## src/rtl/blake2_g_pipe.sv

```systemverilog
`default_nettype none
// ============================================================================
// Module      : blake2_g_pipe
// Description : BLAKE2b/BLAKE2s G-mixing unit with valid/ready handshake,
//               built as a bubble-collapsing pipeline or a two-cycle FSM.
// Revision    : 1.0 - initial release
// ============================================================================
module blake2_g_pipe #(
    parameter int W         = 64,
    parameter int PIPELINES = 1,
    parameter int ITERATIVE = 0
) (
    input  logic         i_clk,
    input  logic         i_rst_n,
    input  logic         i_val,
    output logic         o_rdy,
    input  logic [W-1:0] i_a,
    input  logic [W-1:0] i_b,
    input  logic [W-1:0] i_c,
    input  logic [W-1:0] i_d,
    input  logic [W-1:0] i_m0,
    input  logic [W-1:0] i_m1,
    output logic         o_val,
    input  logic         i_rdy,
    output logic [W-1:0] o_a,
    output logic [W-1:0] o_b,
    output logic [W-1:0] o_c,
    output logic [W-1:0] o_d
);

    localparam int c_R1 = (W == 64) ? 32 : 16;
    localparam int c_R2 = (W == 64) ? 24 : 12;
    localparam int c_R3 = (W == 64) ? 16 : 8;
    localparam int c_R4 = (W == 64) ? 63 : 7;

    typedef enum logic [1:0] {
        S_IDLE = 2'd0,
        S_MIX2 = 2'd1,
        S_OUT  = 2'd2
    } state_t;

    if ((W != 32) && (W != 64)) begin : g_bad_width
        $error("blake2_g_pipe: W must be 32 or 64");
    end

    function automatic logic [W-1:0] rotr(input logic [W-1:0] x, input int n);
        return (x >> n) | (x << (W - n));
    endfunction

    // One half of G; result packed as {a, b, c, d}.
    function automatic logic [4*W-1:0] half_g(input logic [W-1:0] a, input logic [W-1:0] b,
                                              input logic [W-1:0] c, input logic [W-1:0] d,
                                              input logic [W-1:0] m, input int ra, input int rb);
        logic [W-1:0] a1, b1, c1, d1;
        a1 = a + b + m;
        d1 = rotr(d ^ a1, ra);
        c1 = c + d1;
        b1 = rotr(b ^ c1, rb);
        return {a1, b1, c1, d1};
    endfunction

    if (ITERATIVE == 0) begin : g_pipe
        logic [4*W-1:0] w_h1;
        logic [4*W-1:0] w_g;

        assign w_h1 = half_g(i_a, i_b, i_c, i_d, i_m0, c_R1, c_R2);
        assign w_g  = half_g(w_h1[4*W-1:3*W], w_h1[3*W-1:2*W], w_h1[2*W-1:W], w_h1[W-1:0],
                             i_m1, c_R3, c_R4);

        if (PIPELINES == 0) begin : g_comb
            assign o_val = i_val;
            assign o_rdy = i_rdy;
            assign {o_a, o_b, o_c, o_d} = w_g;
        end else begin : g_regs
            logic [PIPELINES:1] r_v;
            logic [4*W-1:0]     r_data [1:PIPELINES];
            logic [PIPELINES:0] w_v_all;
            logic [4*W-1:0]     w_d_all [0:PIPELINES];
            logic [PIPELINES:1] w_ready;

            assign w_v_all = {r_v, i_val};

            always_comb begin
                w_d_all[0] = w_g;
                for (int k = 1; k <= PIPELINES; k++) begin
                    w_d_all[k] = r_data[k];
                end
            end

            // A stage may load if any stage from it to the output is empty or
            // the sink is taking the last word (unrolled ready chain).
            for (genvar k = 1; k <= PIPELINES; k++) begin : g_ready
                assign w_ready[k] = i_rdy || !(&r_v[PIPELINES:k]);
            end

            always_ff @(posedge i_clk or negedge i_rst_n) begin
                if (!i_rst_n) begin
                    r_v <= '0;
                    for (int k = 1; k <= PIPELINES; k++) begin
                        r_data[k] <= '0;
                    end
                end else begin
                    for (int k = 1; k <= PIPELINES; k++) begin
                        if (w_ready[k]) begin
                            r_v[k] <= w_v_all[k-1];
                            if (w_v_all[k-1]) begin
                                r_data[k] <= w_d_all[k-1];
                            end
                        end
                    end
                end
            end

            assign o_rdy = w_ready[1];
            assign o_val = r_v[PIPELINES];
            assign {o_a, o_b, o_c, o_d} = r_data[PIPELINES];
        end
    end else begin : g_iter
        state_t         r_state;
        logic [W-1:0]   r_wa, r_wb, r_wc, r_wd, r_m1;
        logic [W-1:0]   r_oa, r_ob, r_oc, r_od;
        logic [4*W-1:0] w_h1;
        logic [4*W-1:0] w_h2;

        assign w_h1 = half_g(i_a, i_b, i_c, i_d, i_m0, c_R1, c_R2);
        assign w_h2 = half_g(r_wa, r_wb, r_wc, r_wd, r_m1, c_R3, c_R4);

        assign o_val = (r_state == S_OUT);
        assign o_rdy = (r_state == S_IDLE) || ((r_state == S_OUT) && i_rdy);
        assign {o_a, o_b, o_c, o_d} = {r_oa, r_ob, r_oc, r_od};

        always_ff @(posedge i_clk or negedge i_rst_n) begin
            if (!i_rst_n) begin
                r_state <= S_IDLE;
                {r_wa, r_wb, r_wc, r_wd, r_m1} <= '0;
                {r_oa, r_ob, r_oc, r_od} <= '0;
            end else begin
                case (r_state)
                    S_IDLE: begin
                        if (i_val) begin
                            {r_wa, r_wb, r_wc, r_wd} <= w_h1;
                            r_m1    <= i_m1;
                            r_state <= S_MIX2;
                        end
                    end
                    S_MIX2: begin
                        {r_oa, r_ob, r_oc, r_od} <= w_h2;
                        r_state <= S_OUT;
                    end
                    S_OUT: begin
                        // Output and next input can transfer in the same cycle.
                        if (i_rdy) begin
                            if (i_val) begin
                                {r_wa, r_wb, r_wc, r_wd} <= w_h1;
                                r_m1    <= i_m1;
                                r_state <= S_MIX2;
                            end else begin
                                r_state <= S_IDLE;
                            end
                        end
                    end
                    default: r_state <= S_IDLE;
                endcase
            end
        end
    end

endmodule
`default_nettype wire

```

## config.mk

```make
export PLATFORM = sky130hd
export DESIGN_NAME = blake2_g_pipe
export DESIGN_NICKNAME = d
export VERILOG_FILES = /design/src/rtl/blake2_g_pipe.sv
export SDC_FILE = /design/constraint.sdc
export NUM_CORES = 1
export LEC_CHECK = 0
export ABC_CLOCK_PERIOD_IN_PS = 2700
export BUFFER_PORTS_ARGS = -buffer_cell sky130_fd_sc_hd__buf_2
export CAP_MARGIN = 10
export CORE_AREA = 2 2 248 250
export CTS_BUF_LIST = sky130_fd_sc_hd__clkbuf_2 sky130_fd_sc_hd__clkbuf_4 sky130_fd_sc_hd__clkbuf_8
export CTS_CLUSTER_DIAMETER = 60
export DETAILED_ROUTE_END_ITERATION = 6
export DIE_AREA = 0 0 250 252
export PLACE_DENSITY = 0.75
export SLEW_MARGIN = 40
export SYNTH_ARGS = -nofsm -noshare
export SYNTH_HDL_FRONTEND = slang
export SYNTH_SLANG_ARGS = --single-unit
```

## constraint.sdc

```tcl
create_clock -name i_clk -period 2.7 [get_ports i_clk]
set_input_delay 0.54 -clock i_clk [delete_from_list [all_inputs] [get_ports i_clk]]
set_output_delay 0.54 -clock i_clk [all_outputs]
set_load 0.05 [all_outputs]
```

==> impl_metrics.csv, run 1 <==
group,metric,value,unit
clocking,cts_max_path_buffers,3,
yosys,synth-seq-cells,257,
placement,post_dp_cell_area,0.0453,mm²
placement,place.gp.congestion,1.15,
yosys,synth_top_family_by_area,"compound AO/OA/AOI/OAI gates",
status,violations,"DRC, setup timing",
global_routing,grt_pass1_vias,36700,
finish,multi_input_area,0.0253,mm²
worst_setup_path,path_class,"in -> reg",
finish,ff_latch_area,0.00643,mm²
global_routing,grt_first_pass_wirelength,240,mm
worst_setup_path,cp.required,3.21,ns
yosys,synthMuxAreaShare,0.0623,
worst_setup_path,path_delay_family,"compound AO/OA/AOI/OAI gates",
route,vias,38100,
finish,syn2layout_area_growth,63.8,%
worst_setup_path,path_buf_inv,10,
sta,skew,0.0275,ns
sta,hold_viol_final,0,
floorplan,initial_core_util,0.511,
route,drt_iter0_drc,4879,
worst_setup_path,critPathArrivalTime,12.61,ns
global_routing,track_usage,0.524,
yosys,postSynthAreaPerCell,9.01,µm²
yosys,ys_seq_area_frac,0.209,
sta,rsz0062_at_grt,"yes",
yosys,synth-warning-count,0,
status,outcome,"finished with violations",
route,drc,10,
yosys,synth_edf_count,0,
worst_setup_path,max_stage_delay,0.50,ns
floorplan,fp.dieH,252,µm
yosys,syn_nets,4182,
clocking,numCtsBuffers,46,
clocking,cts_root_buf,"clkbuf_8",
yosys,ys.flop_type,"dfrtp_1",
placement,preCtsSetupSlack,-11.30,ns
clocking,htree_levels,2,
floorplan,fp-row-count,90,
worst_setup_path,cp-end-kind,"register",
floorplan,die_width,250,µm
finish,drive_gt1_frac,0.568,
placement,hpwl,144,mm
finish,fin_util,0.838,
floorplan,core-area,0.0601,mm²
global_routing,antenna_found_initial,33,
sta,setup_viol,256,
yosys,ys_types,79,
finish,nFillCells,3533,
floorplan,io_pins,646,
clocking,clkSlewWorstSetupHoldPaths,0.06,ns
clocking,cts_sinks,257,
route,wl_per_cell,28.5,µm
yosys,synth_compound_area_frac,0.199,
sta,period_minus_slack,12.10,ns
route,avgViaCountPerCell,6.10,
yosys,synthXorXnorAreaFrac,0.153,
worst_setup_path,cp_max_fo,3,
route,firstDrtPassIters,7,
placement,io_buffers,645,
route,routed_wl,178,mm
sta,setup-tns-final,-1916.97,ns
finish,fin_nets,6177,
worst_setup_path,cp-start-kind,"primary input",
yosys,async_reset_ff_frac,1.00,
clocking,insertion_delay,0.65,ns
yosys,synth-simple-area-share,0.0997,
yosys,synth_area,0.0307,mm²
sta,slew_viol_final,0,
yosys,netlist_instances,3414,
min_path,hold_class,"in -> reg",
global_routing,grt_start_max_net_pins,70,
sta,period_share,4.48,
sta,fmax,82.6,MHz
flow_run,drv_cap,0,
floorplan,design.die.area,0.0630,mm²
route,ant_nets,0,
finish,finish.instance_area,0.0504,mm²
worst_setup_path,ff2ff_setup_slack,0.78,ns
sta,worst_pin_slew,0.925,ns
yosys,synth_adder_area_share,0.186,
sta,worst_slack,-9.40,ns
sta,relSlewSlack,0.379,
worst_setup_path,critPathSlowestCell,"fa_2",
global_routing,grt_overflow_total,0,
clocking,cts_tree,"done",
-- cells in the final DEF (no fill, tap or decap), types with 57 or more instances in the layout --
cell	count
o21bai_1	61
a21o_1	175
o21ai_1	103
nand2_1	238
o21ai_0	95
nand4_1	72
a21oi_2	61
a21oi_1	207
xor2_1	195
buf_4	1658
ha_1	199
inv_1	72
xnor2_1	172
xnor2_2	57
mux2_2	167
fa_1	118
dfrtp_1	257
buf_2	642
nor2_1	105
-- area by class of cell --
class | instances | share of cell area
diodes | 26 | 0.00129
clock buffers | 66 | 0.0164
clock inverters | 14 | 0.00305
inverters | 77 | 0.00574
multi-input cells | 2676 | 0.502
flip-flops and latches | 257 | 0.128
well taps | 782 | 0.0194
repair buffers | 2351 | 0.325
-- path summary, 6_finish.rpt --
check | startpoint | end | cells past startpoint
max in group asynchronous | i_rst_n | g_pipe.g_regs.r_data[189]$_DFFE_PN0P_ | 3
min in group asynchronous | i_rst_n | g_pipe.g_regs.r_data[206]$_DFFE_PN0P_ | 2
max | i_a[0] | g_pipe.g_regs.r_data[185]$_DFFE_PN0P_ | 57
min | i_val | o_val$_DFFE_PN0N_ | 2
max reg2reg | o_val$_DFFE_PN0N_ | g_pipe.g_regs.r_data[59]$_DFFE_PN0P_ | 5
min reg2reg | g_pipe.g_regs.r_data[181]$_DFFE_PN0P_ | g_pipe.g_regs.r_data[181]$_DFFE_PN0P_ | 2
-- registers in the layout (all words and copies together), names as in the netlist --
| register | flops |
|---|---|
| o_val | 1 |
| g_pipe.g_regs.r_data | 256 |
-- worst reg2reg max path, delay by kind of cell, from the launching register on --
family        cells  cell delay (ns)
buf+inv           2             0.54
flops             1             0.35
mux               1             0.39
simple gates      2             0.50
-- repair_timing --
item,4_1_cts,5_1_grt
setup endpoints to repair,256,256
buffers inserted,53,70
hold buffers,1,0
gates resized for setup,262,269
pin swaps,148,153
hold endpoints to repair,58,0
-- cell usage after synthesis (6+ instances only) --
cell,n,area share
a221oi_1,14,0.0040
a21o_1,176,0.043
o21ai_0,173,0.028
xor2_1,265,0.075
nand4_1,72,0.015
a21oi_1,280,0.046
o21bai_1,70,0.017
nand2_1,251,0.031
nor2_1,122,0.015
and4_1,7,0.0020
and2_1,13,0.0026
a21boi_0,8,0.0020
o21a_1,31,0.0076
inv_1,77,0.0094
o21ai_1,58,0.0094
xnor3_1,10,0.0073
or3_1,7,0.0014
a31oi_1,29,0.0059
dfrtp_1,257,0.21
buf_4,256,0.063
ha_1,250,0.10
and3_1,31,0.0063
xnor2_1,236,0.067
o31a_1,6,0.0017
nand3_1,48,0.0078
a211oi_1,17,0.0042
o31ai_1,12,0.0029
fa_1,130,0.085
clkbuf_1,128,0.016
o211ai_1,14,0.0034
nor2b_1,27,0.0055
mux2_2,170,0.062
nor3_1,31,0.0050
a221o_1,11,0.0036
nor4_1,8,0.0016
nand2b_1,18,0.0037
buf_2,16,0.0026
-- through the flow --
stage,hold WS (ns),cells
2_1_floorplan,0.244,3414
3_3_place_gp,0.458,6029
3_5_place_dp,0.466,6029
4_1_cts,0.113,6162
5_1_grt,0.148,6241
6_report,0.143,6249
-- layer usage --
layer  part of all wire  global-route usage
met1               0.35               0.649
met2               0.41               0.777
met3               0.14               0.145
met4               0.11               0.404
met5            0.00059                   0
-- kinds of logic after synthesis --
family / after synthesis
flops: 257
mux: 170
buf+inv: 481
simple gates: 649
xor+xnor: 516
compound gates: 961
fa+ha+maj: 380
Power of run 1 is not shown: default switching activity piles up to over one toggle a cycle in this logic, so the estimate is an artifact.
==> inputs of run 2 (changes only) <==
==> config.mk (replaced) <==
export PLATFORM = sky130hd
export DESIGN_NAME = blake2_g_pipe
export DESIGN_NICKNAME = d
export VERILOG_FILES = /design/src/rtl/blake2_g_pipe.sv
export SDC_FILE = /design/constraint.sdc
export NUM_CORES = 1
export LEC_CHECK = 0
export ABC_CLOCK_PERIOD_IN_PS = 15700
export BUFFER_PORTS_ARGS = -buffer_cell sky130_fd_sc_hd__buf_2
export CAP_MARGIN = 10
export CORE_AREA = 2 2 252 254
export CTS_BUF_LIST = sky130_fd_sc_hd__clkbuf_2 sky130_fd_sc_hd__clkbuf_4 sky130_fd_sc_hd__clkbuf_8
export CTS_CLUSTER_DIAMETER = 60
export DETAILED_ROUTE_END_ITERATION = 6
export DIE_AREA = 0 0 254 256
export PLACE_DENSITY = 0.73
export SLEW_MARGIN = 40
export SYNTH_ARGS = -nofsm -noshare
export SYNTH_HDL_FRONTEND = slang
export SYNTH_SLANG_ARGS = --single-unit
==> constraint.sdc (replaced) <==
create_clock -name i_clk -period 15.7 [get_ports i_clk]
set_input_delay 3.14 -clock i_clk [delete_from_list [all_inputs] [get_ports i_clk]]
set_output_delay 3.14 -clock i_clk [all_outputs]
set_load 0.05 [all_outputs]
==> run 2 against run 1 <==
  * The run now ends clean
  * Clock-buffer cell count rose by 6
  * Critical path depth rose by 3
  * Cell area fell by 14%
  * First-iteration DRC count fell by 11%
  * Sequential share of layout area rose by 2.2 points
  * Register-to-register slack improved by 13 ns
  * Critical endpoint is now g_pipe.g_regs.r_data[128]$_DFFE_PN0P_
==> impl_metrics.csv, run 2 (synthesized netlist as in run 1, its figures left out) <==
group,metric,value,unit
placement,hpwl,142,mm
clocking,numCtsBuffers,48,
clocking,cts_max_path_buffers,3,
worst_setup_path,r2r_start,"o_val$_DFFE_PN0N_",
worst_setup_path,cp_max_fo,6,
worst_setup_path,max_stage_delay,0.56,ns
clocking,cts_root_buf,"clkbuf_8",
sta,slew_viol_final,0,
worst_setup_path,critPathArrivalTime,16.00,ns
global_routing,grt_start_max_net_pins,166,
sta,setup_viol,0,
global_routing,grt_use_met1,0.658,
min_path,min-delay-start,"g_pipe.g_regs.r_data[252]$_DFFE_PN0P_",
placement,io_buffers,645,
status,outcome,"completed",
worst_setup_path,cp.depth,60,
global_routing,grtUsageMet3,0.126,
placement,place.gp.congestion,1.15,
floorplan,core-area,0.0624,mm²
floorplan,initial_core_util,0.493,
route,vias,34000,
finish,final_common_cell,"buf_4",
worst_setup_path,crit_end,"g_pipe.g_regs.r_data[128]$_DFFE_PN0P_",
worst_setup_path,critPathSlowestCell,"fa_1",
sta,skew,0.0500,ns
worst_setup_path,cp.required,16.20,ns
route,drc,0,
worst_setup_path,path_class,"in -> reg",
floorplan,design.die.area,0.0650,mm²
worst_setup_path,ff2ff_setup_slack,13.43,ns
placement,dp_cells,5646,
finish,drive_gt1_frac,0.449,
finish,fin_util,0.691,
floorplan,die_width,254,µm
sta,hold_viol_final,0,
global_routing,grt_overflow_total,0,
clocking,cts_sinks,257,
worst_setup_path,path_delay_family,"compound AO/OA/AOI/OAI gates",
finish,fin_nets,5638,
global_routing,grt_first_pass_wirelength,226,mm
min_path,hold_class,"reg -> reg",
route,ant_nets,0,
route,drt_iter0_drc,4340,
global_routing,antenna_found_initial,27,
finish,layout_common_cells,"1157 x buf_4, 644 x buf_2, 264 x a21oi_1",
sta,period_minus_slack,15.50,ns
finish,largest_reg_flops,256,
route,avgViaCountPerCell,5.89,
sta,period_share,0.987,
finish,top_register,"g_pipe.g_regs.r_data",
sta,relSlewSlack,0.309,
floorplan,fp-row-count,92,
global_routing,track_usage,0.488,
finish,finish.instance_area,0.0431,mm²
clocking,clkSlewWorstSetupHoldPaths,0.06,ns
finish,nFillCells,5135,
global_routing,top_usage_layer,"met2",
placement,post_dp_cell_area,0.0412,mm²
global_routing,grtUsageMet2,0.686,
route,routed_wl,162,mm
finish,syn2layout_area_growth,40.1,%
clocking,cts_tree,"done",
clocking,insertion_delay,0.69,ns
worst_setup_path,cp-end-kind,"register",
sta,worst_pin_slew,1.03,ns
worst_setup_path,path_buf_inv,15,
worst_setup_path,startpoint,"i_a[19]",
floorplan,fp.dieH,256,µm
floorplan,io_pins,646,
clocking,ctsHoldBuffers,0,
global_routing,grt_pass1_vias,33100,
route,firstDrtPassIters,6,
finish,final_cells,5766,
worst_setup_path,cp_common_cell,"buf_4",
clocking,htree_levels,2,
worst_setup_path,ff2ff_path_depth,4,
route,wl_per_cell,28.1,µm
worst_setup_path,worst_r2r_endpoint,"g_pipe.g_regs.r_data[232]$_DFFE_PN0P_",
sta,fmax,64.5,MHz
worst_setup_path,cp-start-kind,"primary input",
flow_run,drv_cap,0,
run 2: worst min path at each step:
stage,to,cells past startpoint
after CTS,g_pipe.g_regs.r_data[252]$_DFFE_PN0P_,2
after floorplan,g_pipe.g_regs.r_data[72]$_DFFE_PN0P_,2
after global routing,g_pipe.g_regs.r_data[155]$_DFFE_PN0P_,2
after detailed placement,g_pipe.g_regs.r_data[72]$_DFFE_PN0P_,2
final,g_pipe.g_regs.r_data[252]$_DFFE_PN0P_,2
after global placement,g_pipe.g_regs.r_data[148]$_DFFE_PN0P_,2
run 2: cell type report:
cell class                      instances  area, µm²  area share
Clock buffer                           72        891      0.0207
Clock inverter                          9       62.6     0.00145
Tap cell                              846       1060      0.0246
Inverter                               77        289     0.00671
Sequential cell                       257       6430       0.149
Multi-Input combinational cell       2676      22300       0.517
Antenna cell                           19       47.5     0.00110
Timing Repair Buffer                 1810      12000       0.279
run 2: metrics by stage:
stage	worst slack (ns)	hold slack, ns	TNS, ns
CTS	0.00277	0.481	0
global route	-0.0839	0.499	-0.420
floorplan	1.57	0.450	0
finish	0.201	0.474	0
detailed placement	-1.91	0.461	-86.22
global placement	-1.87	0.456	-90.59
run 2: timing repair:
| action | in CTS | in global routing |
|---|---|---|
| setup buffers | 3 | 17 |
| endpoints found under the setup margin | 67 | 74 |
| pin swaps | 7 | 28 |
| hold endpoints to repair | 0 | 0 |
| gates resized for setup | 28 | 110 |
run 2: metal layers:
metal  up-vias  share of wire
met5         -        0.00048
met4        12          0.080
met3       505           0.12
met2      2352           0.40
met1     16300           0.39
li1      14800              -
run 2: worst min-delay path: cells and delay by family (launching register included):
kind / cells / cell delay (ns)
flops: 1 / 0.34
compound gates: 1 / 0.06
simple gates: 1 / 0.04
Power of run 2 is left out for the same reason.
